===== src/rtl/nes_cpu_pkg.sv =====
// nes_cpu_pkg
// Shared types and constants for the CPU front end.
//   MEM_ADDR_SIZE / ADDR_W : byte address width of the CPU memory
//   RESET_VEC_ADDR         : address of the 6502 reset vector low byte
//   fetch_state_e          : instruction fetch FSM states
//   instr_len_t            : instruction length in bytes (1..3)
package nes_cpu_pkg;

  localparam int MEM_ADDR_SIZE = 16;
  localparam int ADDR_W        = MEM_ADDR_SIZE;

  // Narrower memories see the vector address truncated to their width.
  localparam logic [15:0]       RESET_VEC_FULL = 16'hFFFC;
  localparam logic [ADDR_W-1:0] RESET_VEC_ADDR = RESET_VEC_FULL[ADDR_W-1:0];

  typedef enum logic {
    VEC,
    FETCH
  } fetch_state_e;

  typedef logic [1:0] instr_len_t;

endpackage


===== src/rtl/opcode_len_dec.sv =====
// opcode_len_dec
// Purely combinational 6502 opcode length decoder.
//   i_opcode : opcode byte
//   o_len    : instruction length in bytes (1..3)
module opcode_len_dec
  import nes_cpu_pkg::*;
(
  input  logic [7:0] i_opcode,
  output instr_len_t o_len
);

  logic [1:0] w_cc;
  logic [2:0] w_bbb;

  assign w_cc  = i_opcode[1:0];
  assign w_bbb = i_opcode[4:2];

  // JSR and the three implied-mode control opcodes (BRK/RTI/RTS) break the
  // regular cc/bbb addressing-mode pattern, so they are caught first.
  always_comb begin
    o_len = 2'd1;
    if (i_opcode == 8'h20) begin
      o_len = 2'd3;
    end else if (i_opcode == 8'h00 || i_opcode == 8'h40 || i_opcode == 8'h60) begin
      o_len = 2'd1;
    end else begin
      case (w_cc)
        2'b11: o_len = 2'd1;
        2'b01: begin
          if (w_bbb == 3'b011 || w_bbb == 3'b110 || w_bbb == 3'b111) begin
            o_len = 2'd3;
          end else begin
            o_len = 2'd2;
          end
        end
        default: begin
          case (w_bbb)
            3'b000:  o_len = 2'd2;
            3'b001:  o_len = 2'd2;
            3'b010:  o_len = 2'd1;
            3'b011:  o_len = 2'd3;
            // bbb=100 is a relative branch for cc=00 but implied/illegal for cc=10
            3'b100:  o_len = (w_cc == 2'b00) ? 2'd2 : 2'd1;
            3'b101:  o_len = 2'd2;
            3'b110:  o_len = 2'd1;
            default: o_len = 2'd3;
          endcase
        end
      endcase
    end
  end

endmodule


===== src/rtl/instr_fetch.sv =====
// instr_fetch
// Read-side instruction fetcher: loads the start PC from the reset vector,
// then reads 24-bit windows at the PC and hands whole instructions to decode.
//   clk_i, rstn_i  : clock, asynchronous active-low reset
//   mem_addr_o     : memory read address (combinational)
//   mem_data_i     : {addr+2, addr+1, addr+0} returned in the same cycle
//   instr_valid_o  : instruction slot full
//   instr_ready_i  : decode accepts the slot
//   instr_o        : raw instruction bytes, [7:0] = opcode
//   instr_len_o    : instruction length 1..3
//   instr_pc_o     : address of the opcode
//   redirect_i     : load redirect_pc_i as the new PC (highest priority)
//   redirect_pc_i  : new PC
module instr_fetch
  import nes_cpu_pkg::*;
(
  input  logic              clk_i,
  input  logic              rstn_i,
  output logic [ADDR_W-1:0] mem_addr_o,
  input  logic [23:0]       mem_data_i,
  output logic              instr_valid_o,
  input  logic              instr_ready_i,
  output logic [23:0]       instr_o,
  output logic [1:0]        instr_len_o,
  output logic [ADDR_W-1:0] instr_pc_o,
  input  logic              redirect_i,
  input  logic [ADDR_W-1:0] redirect_pc_i
);

  fetch_state_e      r_state, w_state;
  logic [ADDR_W-1:0] r_pc, w_pc;
  logic              r_valid, w_valid;
  logic [23:0]       r_instr, w_instr;
  instr_len_t        r_len, w_len;
  logic [ADDR_W-1:0] r_instr_pc, w_instr_pc;
  instr_len_t        w_dec_len;
  logic              w_slot_free;

  opcode_len_dec u_len_dec (
    .i_opcode (mem_data_i[7:0]),
    .o_len    (w_dec_len)
  );

  assign mem_addr_o    = (r_state == VEC) ? RESET_VEC_ADDR : r_pc;
  assign w_slot_free   = !r_valid || instr_ready_i;
  assign instr_valid_o = r_valid;
  assign instr_o       = r_instr;
  assign instr_len_o   = r_len;
  assign instr_pc_o    = r_instr_pc;

  always_ff @(posedge clk_i or negedge rstn_i) begin
    if (!rstn_i) begin
      r_state    <= VEC;
      r_pc       <= '0;
      r_valid    <= 1'b0;
      r_instr    <= '0;
      r_len      <= '0;
      r_instr_pc <= '0;
    end else begin
      r_state    <= w_state;
      r_pc       <= w_pc;
      r_valid    <= w_valid;
      r_instr    <= w_instr;
      r_len      <= w_len;
      r_instr_pc <= w_instr_pc;
    end
  end

  // Redirect overrides everything: the window read this cycle belongs to the
  // old PC and is dropped. The payload registers are left alone on redirect
  // since valid is cleared anyway.
  always_comb begin
    w_state    = r_state;
    w_pc       = r_pc;
    w_valid    = r_valid;
    w_instr    = r_instr;
    w_len      = r_len;
    w_instr_pc = r_instr_pc;
    if (redirect_i) begin
      w_state = FETCH;
      w_pc    = redirect_pc_i;
      w_valid = 1'b0;
    end else begin
      case (r_state)
        VEC: begin
          w_pc    = mem_data_i[ADDR_W-1:0];
          w_state = FETCH;
        end
        default: begin
          if (w_slot_free) begin
            w_instr    = mem_data_i;
            w_len      = w_dec_len;
            w_instr_pc = r_pc;
            w_valid    = 1'b1;
            w_pc       = r_pc + ADDR_W'(w_dec_len);
          end
        end
      endcase
    end
  end

endmodule


===== config.mk =====
export PLATFORM = sky130hd
export DESIGN_NAME = instr_fetch
export DESIGN_NICKNAME = d
export VERILOG_FILES = /design/src/rtl/nes_cpu_pkg.sv /design/src/rtl/opcode_len_dec.sv /design/src/rtl/instr_fetch.sv
export SDC_FILE = /design/constraint.sdc
export NUM_CORES = 1
export LEC_CHECK = 0
export ABC_AREA = 1
export ABC_CLOCK_PERIOD_IN_PS = 2400
export BUFFER_PORTS_ARGS = -buffer_cell sky130_fd_sc_hd__buf_2
export CORE_MARGIN = 5
export CORE_UTILIZATION = 50
export DETAILED_ROUTE_END_ITERATION = 8
export GPL_TIMING_DRIVEN = 1
export HOLD_SLACK_MARGIN = 0.1
export PLACE_DENSITY_LB_ADDON = 0.2
export SYNTH_ARGS = -nofsm -noshare
export SYNTH_HDL_FRONTEND = slang
export SYNTH_SLANG_ARGS = --single-unit
export TNS_END_PERCENT = 1

===== constraint.sdc =====
create_clock -name clk_i -period 2.4 [get_ports clk_i]
set_clock_uncertainty 0.1 [all_clocks]
set_input_delay 0.36 -clock clk_i [delete_from_list [all_inputs] [get_ports clk_i]]
set_output_delay 0.36 -clock clk_i [all_outputs]
set_load 0.05 [all_outputs]

==> load_flow_metrics.sql, run 1 <==
INSERT INTO impl_metrics (metric_group, metric, value, unit) VALUES
('setup_path', 'timing_worst_setup_path_type', 'in2reg', ''),
('setup_path', 'crit_fanout', '8', ''),
('logic_synthesis', 'postSynthAreaPerCell', '7.89', 'µm²'),
('timing', 'timing.slew.headroom', '50.0', '%'),
('setup_path', 'timing.reg2reg.worst_path_depth', '8', ''),
('logic_synthesis', 'cell_area_after_synthesis', '3080', 'µm²'),
('finish', 'layout.nets', '541', ''),
('logic_synthesis', 'yosys_register_bits', '60', ''),
('setup_path', 'worstSetupStartpointType', 'primary input', ''),
('placed_design', 'placement.cell_area', '3640', 'µm²'),
('global_routing', 'groute.usage.overall', '22.8', '%'),
('clocking', 'cts-root-to-sink-buffers', '2', ''),
('detailed_routing', 'route.final.wire_length', '8430', 'µm'),
('timing', 'slew_violations', '0', ''),
('floorplan', 'die_area', '7840', 'µm²'),
('detailed_routing', 'route.detailed.vias_per_inst', '5.17', ''),
('clocking', 'clk_transition_reported_paths', '0.07', 'ns'),
('global_routing', 'antenna_found_initial', '0', ''),
('setup_path', 'r2r-end', 'instr_o[2]', ''),
('logic_synthesis', 'synth_nets', '438', ''),
('logic_synthesis', 'synth_top_area_share', '48.7', '%'),
('logic_synthesis', 'synthCells', '391', ''),
('setup_path', 'rr_startpoint', 'instr_valid_o', ''),
('floorplan', 'floorplan.io_pins', '103', ''),
('logic_synthesis', 'synth_top_area_cell', 'sky130_fd_sc_hd__dfrtp_1', ''),
('floorplan', 'floorplan.die.height', '88.5', 'µm'),
('detailed_routing', 'drt.antenna.violating_nets', '0', ''),
('detailed_routing', 'post_drt_wl_per_cell', '14.7', 'µm'),
('detailed_routing', 'drt-initial-drc-count', '172', ''),
('timing', 'timing.final.hold_violations', '0', ''),
('timing', 'final.setup.tns', '0', 'ns'),
('pwr', 'vdd_drop_max', '536', 'µV'),
('timing', 'fmax', '482', 'MHz'),
('pwr', 'clockPowerShare', '29.6', '%'),
('pwr', 'power.sequential.fraction', '37.4', '%'),
('global_routing', 'grt_pass1_wl', '13700', 'µm'),
('run', 'max-cap-violations', '0', ''),
('floorplan', 'placeableCoreArea', '5960', 'µm²'),
('setup_path', 'crit_required', '2.58', 'ns'),
('pwr', 'net_switching_power_figure', '0.00136', 'W'),
('timing', 'min_period_over_period', '86.5', '%'),
('pwr', 'cellInternalPower', '0.00204', 'W'),
('clocking', 'htreeDepth', '3', ''),
('global_routing', 'grt_overflow_total', '0', ''),
('clocking', 'tritoncts', 'yes', ''),
('global_routing', 'grt_pass1_vias', '2865', ''),
('pwr', 'switching_share', '40.0', '%'),
('clocking', 'cts_num_sinks', '60', ''),
('clocking', 'hold_buffers', '0', ''),
('timing', 'number_of_setup_violations_in_the_final_report', '0', ''),
('pwr', 'combPwrFrac', '33.0', '%'),
('outcome', 'run_status', 'complete, no violations', ''),
('logic_synthesis', 'netlist-cell-type-count', '32', ''),
('logic_synthesis', 'synth.yosys.warnings', '0', ''),
('floorplan', 'floorplan.rows', '28', ''),
('floorplan', 'floorplan.initialDensity', '51.8', '%'),
('pwr', 'post-layout-total-power', '0.00340', 'W'),
('setup_path', 'timing.critical_path.to_type', 'flip-flop', ''),
('logic_synthesis', 'synth_area_leaders', 'sky130_fd_sc_hd__dfrtp_1 49%, sky130_fd_sc_hd__nand2_1 15%, sky130_fd_sc_hd__o21ai_1 5.2%', ''),
('placed_design', 'gpl.final_weighted_congestion', '0.885', ''),
('timing', 'shortest_clock_period_the_worst_path_allows_after_layout', '2.08', 'ns'),
('global_routing', 'largest_net_degree_at_the_start_of_global_routing', '61', ''),
('pwr', 'p_leak', '2.09', 'nW'),
('placed_design', 'placement.io_buffers', '102', ''),
('pwr', 'pwr_density_cell', '881', 'nW/µm²'),
('setup_path', 'timing.critical_path.from', 'mem_data_i[3]', ''),
('finish', 'fillerInstances', '537', ''),
('detailed_routing', 'drt_drc_violations_left', '0', ''),
('clocking', 'cts_resized', '0', ''),
('finish', 'layout.cell_area.non_filler', '3860', 'µm²'),
('clocking', 'tritoncts.num_buffers', '9', '');
[sequential cells by signal, indices dropped and copies added (netlist names)]
register       cells
r_state            1
instr_o           24
instr_len_o        2
instr_valid_o      1
r_pc              16
instr_pc_o        16
[layer usage]
metal,routed length (µm),GRT usage [%],vias up
met4,179,8.24,0
li1,-,-,1466
met3,679,5.77,17
met5,0,0,-
met1,3620,29.5,1374
met2,3960,37.2,110
[cell families (layout without fill, tap and decap cells)]
logic type	count (synthesis)	after routing	synth area share, %
flip-flops	60	60	48.7
AND/OR/NAND/NOR	186	186	25.2
AO/OA/AOI/OAI	78	78	15.2
adder cells (fa/ha/maj)	3	3	1.46
other	1	1	0.122
buffers and inverters	62	170	9.01
XOR/XNOR	1	1	0.284
[cells in the mapped netlist]
master,number
sky130_fd_sc_hd__nand2_1,124
sky130_fd_sc_hd__dfrtp_1,60
sky130_fd_sc_hd__inv_1,40
sky130_fd_sc_hd__nor2_1,33
sky130_fd_sc_hd__o21ai_1,32
sky130_fd_sc_hd__nand3_1,16
sky130_fd_sc_hd__a21oi_1,15
sky130_fd_sc_hd__a211oi_1,9
sky130_fd_sc_hd__buf_4,8
sky130_fd_sc_hd__a22oi_1,7
sky130_fd_sc_hd__inv_2,6
sky130_fd_sc_hd__o21ai_0,6
sky130_fd_sc_hd__buf_2,4
sky130_fd_sc_hd__nor2_4,4
sky130_fd_sc_hd__o211ai_1,4
sky130_fd_sc_hd__nand4_1,3
sky130_fd_sc_hd__a31oi_2,2
sky130_fd_sc_hd__clkbuf_1,2
sky130_fd_sc_hd__ha_1,2
sky130_fd_sc_hd__nand2_2,2
sky130_fd_sc_hd__buf_6,1
sky130_fd_sc_hd__conb_1,1
sky130_fd_sc_hd__fa_1,1
sky130_fd_sc_hd__inv_4,1
sky130_fd_sc_hd__nand2_4,1
sky130_fd_sc_hd__nand3_2,1
sky130_fd_sc_hd__nor3_1,1
sky130_fd_sc_hd__o21ai_2,1
sky130_fd_sc_hd__o21bai_1,1
sky130_fd_sc_hd__o31ai_2,1
sky130_fd_sc_hd__or2_1,1
sky130_fd_sc_hd__xor2_1,1
[critical path, cell delays in order]
cell and delay [ns]:
sky130_fd_sc_hd__buf_2 0.13, sky130_fd_sc_hd__nor2_1 0.13, sky130_fd_sc_hd__nand4_1 0.11, sky130_fd_sc_hd__o211ai_1 0.26, sky130_fd_sc_hd__ha_1 0.26, sky130_fd_sc_hd__fa_1 0.26
sky130_fd_sc_hd__nand3_2 0.14, sky130_fd_sc_hd__nor2_4 0.21, sky130_fd_sc_hd__nand2_2 0.09, sky130_fd_sc_hd__o31ai_2 0.19, sky130_fd_sc_hd__nand2_1 0.07, sky130_fd_sc_hd__nand2_1 0.06
[area by class of cell]
type | count | area (µm²) | area share (%)
clock buffer | 11 | 141 | 3.67
clock inverter | 5 | 75.1 | 1.95
inverter | 47 | 179 | 4.64
multi-input combinational | 269 | 1310 | 33.8
sequential | 60 | 1500 | 38.9
tap | 75 | 93.8 | 2.43
timing repair buffer | 107 | 561 | 14.5
[cells in the final DEF (no fill, tap or decap), types with 2 or more instances in the layout]
master                      netlist  layout
sky130_fd_sc_hd__o211ai_1         4       4
sky130_fd_sc_hd__nor2_1          33      33
sky130_fd_sc_hd__nand2_1        124     124
sky130_fd_sc_hd__o21ai_1         32      32
sky130_fd_sc_hd__a211oi_1         9       9
sky130_fd_sc_hd__ha_1             2       2
sky130_fd_sc_hd__buf_2            4     102
sky130_fd_sc_hd__a22oi_1          7       7
sky130_fd_sc_hd__clkbuf_8         0      10
sky130_fd_sc_hd__nand3_1         16      16
sky130_fd_sc_hd__clkinv_2         0       3
sky130_fd_sc_hd__nand4_1          3       3
sky130_fd_sc_hd__a31oi_2          2       2
sky130_fd_sc_hd__a21oi_1         15      15
sky130_fd_sc_hd__bufinv_16        0       2
sky130_fd_sc_hd__inv_1           40      40
sky130_fd_sc_hd__nor2_4           4       4
sky130_fd_sc_hd__nand2_2          2       2
sky130_fd_sc_hd__o21ai_0          6       6
sky130_fd_sc_hd__buf_4            8       4
sky130_fd_sc_hd__dfrtp_1         60      60
sky130_fd_sc_hd__inv_2            6       6
[worst min path at each step]
stage,startpoint,endpoint,depth (start not counted)
after floorplan,rstn_i,instr_len_o[0],0
after global placement,instr_o[20],instr_o[20],2
after detailed placement,instr_o[19],instr_o[19],2
after CTS,rstn_i,instr_pc_o[4],2
after global routing,mem_data_i[23],instr_o[23],3
final,rstn_i,instr_pc_o[5],2
[power by group through the flow]
stage               clock network, W  logic (W)  registers, W
finish                       0.00101    0.00112       0.00127
global route                 0.00106    0.00121       0.00129
floorplan                          0   0.000392       0.00172
detailed placement                 0    0.00113       0.00129
global placement                   0    0.00111       0.00128
CTS                          0.00102    0.00113       0.00127
[per-stage QoR]
| stage | utilization (%) | hold WS, ns | instances |
|---|---|---|---|
| 6_report | 64.7 | 0.0706 | 574 |
| 5_1_grt | 64.7 | 0.129 | 574 |
| 4_1_cts | 64.7 | 0.101 | 574 |
| 3_5_place_dp | 61.1 | 0.355 | 558 |
| 3_3_place_gp | 61.1 | 0.349 | 558 |
| 2_1_floorplan | - | -0.0356 | 391 |
(Power assumes the default switching activity.)
==> run 2: changes to the inputs <==
--- a/config.mk
+++ b/config.mk
@@ -14,6 +14,7 @@
 export GPL_TIMING_DRIVEN = 1
 export HOLD_SLACK_MARGIN = 0.1
 export PLACE_DENSITY_LB_ADDON = 0.2
+export RECOVER_POWER = 25
 export SYNTH_ARGS = -nofsm -noshare
 export SYNTH_HDL_FRONTEND = slang
 export SYNTH_SLANG_ARGS = --single-unit
==> load_flow_metrics.sql, run 2 (synthesis gave the netlist of run 1 again) <==
INSERT INTO impl_metrics (metric_group, metric, value, unit) VALUES
('pwr', 'pwr_density_cell', '882', 'nW/µm²'),
('outcome', 'run_status', 'complete, no violations', ''),
('setup_path', 'timing.critical_path.to_type', 'flip-flop', ''),
('global_routing', 'groute.usage.overall', '22.8', '%'),
('timing', 'final.setup.tns', '0', 'ns'),
('detailed_routing', 'post_drt_wl_per_cell', '14.7', 'µm'),
('clocking', 'clk-insertion-delay-late', '0.34', 'ns'),
('global_routing', 'largest_net_degree_at_the_start_of_global_routing', '61', ''),
('finish', 'diodes', '0', ''),
('finish', 'syn2layout_area_growth', '24.9', '%'),
('detailed_routing', 'drt_drc_violations_left', '0', ''),
('setup_path', 'r2r-end', 'instr_o[2]', ''),
('placed_design', 'placement.cell_area', '3640', 'µm²'),
('clocking', 'clk_transition_reported_paths', '0.07', 'ns'),
('global_routing', 'grt_pass1_vias', '2865', ''),
('detailed_routing', 'drt-initial-drc-count', '172', ''),
('setup_path', 'rr_startpoint', 'instr_valid_o', ''),
('timing', 'worstMarginPinSlew', '1.46', 'ns'),
('global_routing', 'grt_pass1_wl', '13700', 'µm'),
('setup_path', 'setup.reg_to_reg.worst_slack', '0.53', 'ns'),
('clocking', 'tritoncts', 'yes', ''),
('floorplan', 'floorplan.io_pins', '103', ''),
('floorplan', 'die-width', '88.5', 'µm'),
('detailed_routing', 'drt.antenna.violating_nets', '0', ''),
('clocking', 'clockRootBuffer', 'sky130_fd_sc_hd__clkbuf_8', ''),
('timing', 'shortest_clock_period_the_worst_path_allows_after_layout', '2.08', 'ns'),
('timing', 'timing.final.ws_setup', '0.325', 'ns'),
('finish', 'most_common_cell_after_layout_fill_and_taps_aside', 'sky130_fd_sc_hd__nand2_1', ''),
('detailed_routing', 'dr_total_vias', '2967', ''),
('finish', 'drive_above_1_share', '28.3', '%'),
('pwr', 'vdd_drop_max', '536', 'µV'),
('run', 'max-cap-violations', '0', ''),
('timing', 'number_of_setup_violations_in_the_final_report', '0', ''),
('placed_design', 'dpl.hpwl', '6220', 'µm'),
('detailed_routing', 'route.detailed.vias_per_inst', '5.17', ''),
('placed_design', 'pre_cts_ws', '0.0143', 'ns'),
('clocking', 'hold_buffers', '0', ''),
('global_routing', 'grt_overflow_total', '0', ''),
('pwr', 'p_leak', '2.09', 'nW'),
('finish', 'final_cell_mix', '124 x sky130_fd_sc_hd__nand2_1, 102 x sky130_fd_sc_hd__buf_2, 60 x sky130_fd_sc_hd__dfrtp_1', ''),
('detailed_routing', 'route.final.wire_length', '8430', 'µm'),
('clocking', 'post_cts.repair.setup_buffers', '0', ''),
('floorplan', 'floorplan.initialDensity', '51.8', '%'),
('clocking', 'htreeDepth', '3', ''),
('floorplan', 'floorplan.rows', '28', ''),
('floorplan', 'placeableCoreArea', '5960', 'µm²'),
('placed_design', 'gpl.final_weighted_congestion', '0.885', ''),
('timing', 'rsz0062_at_grt', 'false', ''),
('timing', 'min_period_over_period', '86.5', '%'),
('floorplan', 'floorplan.die.height', '88.5', 'µm'),
('detailed_routing', 'drt_pass1_iterations', '4', ''),
('setup_path', 'timing_worst_setup_path_type', 'in2reg', ''),
('clocking', 'tritoncts.num_buffers', '9', ''),
('finish', 'largest_reg_flops', '24', ''),
('placed_design', 'placement.io_buffers', '102', ''),
('clocking', 'cts_num_sinks', '60', ''),
('setup_path', 'timing.reg2reg.worst_path_depth', '8', ''),
('clocking', 'cts_resized', '0', ''),
('setup_path', 'crit_required', '2.58', 'ns'),
('setup_path', 'worst-endpoint-arrival', '2.26', 'ns'),
('finish', 'layout.cell_area.non_filler', '3850', 'µm²'),
('timing', 'fmax', '482', 'MHz'),
('global_routing', 'antenna_found_initial', '0', ''),
('floorplan', 'die_area', '7840', 'µm²'),
('timing', 'slew_violations', '0', ''),
('setup_path', 'setup.worst_path.end', 'r_pc[10]', ''),
('timing', 'timing.slew.headroom', '2.60', '%'),
('setup_path', 'crit_fanout', '8', ''),
('clocking', 'cts-root-to-sink-buffers', '2', ''),
('min_path', 'holdCritPathClass', 'in2reg', ''),
('finish', 'layout.nets', '541', ''),
('setup_path', 'worstSetupStartpointType', 'primary input', ''),
('timing', 'timing.final.hold_violations', '0', ''),
('setup_path', 'timing.critical_path.from', 'mem_data_i[3]', '');
[run 2: cell count changes in the layout (fill, tap and decap cells not counted), sizes merged]
cell / before / now
buf: 107 / 106
clkbuf: 11 / 12
[run 2: worst max-delay path, stage by stage]
cell and delay (ns):
sky130_fd_sc_hd__buf_2 0.13, sky130_fd_sc_hd__nor2_1 0.13, sky130_fd_sc_hd__nand4_1 0.11, sky130_fd_sc_hd__o211ai_1 0.26
sky130_fd_sc_hd__ha_1 0.26, sky130_fd_sc_hd__fa_1 0.26, sky130_fd_sc_hd__nand3_2 0.14, sky130_fd_sc_hd__nor2_4 0.21
sky130_fd_sc_hd__nand2_2 0.09, sky130_fd_sc_hd__o31ai_2 0.19, sky130_fd_sc_hd__nand2_1 0.07, sky130_fd_sc_hd__nand2_1 0.06
[run 2: metrics by stage]
stage               hold WS (ns)  std cells  power (W)  util [%]
global placement           0.349        558    0.00240      61.1
global route               0.129        574    0.00356      64.7
detailed placement         0.355        558    0.00241      61.1
floorplan                -0.0356        391    0.00211         -
CTS                        0.101        574    0.00342      64.7
finish                     0.121        574    0.00340      64.7
[run 2: routing by layer]
layer | GRT usage (%) | part of all wire (%)
met3 | 5.77 | 8.1
met2 | 37.2 | 47
met5 | 0 | 0
met1 | 29.5 | 43
met4 | 8.24 | 2.1
[run 2: cell type report]
class                   instances  area [µm²]
flip-flops and latches         60        1500
clock inverters                 5        75.1
inverters                      47         179
multi-input cells             269        1310
repair buffers                107         558
clock buffers                  11         141
fillers                       538        2100
well taps                      75        93.8
[run 2: how the worst min path moves through the flow]
stage               depth (start not counted)             end  slack [ns]      startpoint
floorplan                                   0  instr_len_o[0]       -0.04          rstn_i
global placement                            2     instr_o[20]        0.35     instr_o[20]
detailed placement                          2     instr_o[19]        0.35     instr_o[19]
CTS                                         2   instr_pc_o[4]        0.10          rstn_i
global route                                3     instr_o[23]        0.13  mem_data_i[23]
finish                                      3     instr_o[23]        0.12  mem_data_i[23]
[run 2: power by group]
group / leakage, nW / switching [W] / internal [W]
Combinational: 1.24 / 0.000857 / 0.000263
Sequential: 0.740 / 0.000104 / 0.00117
Clock: 0.113 / 0.000399 / 0.000608
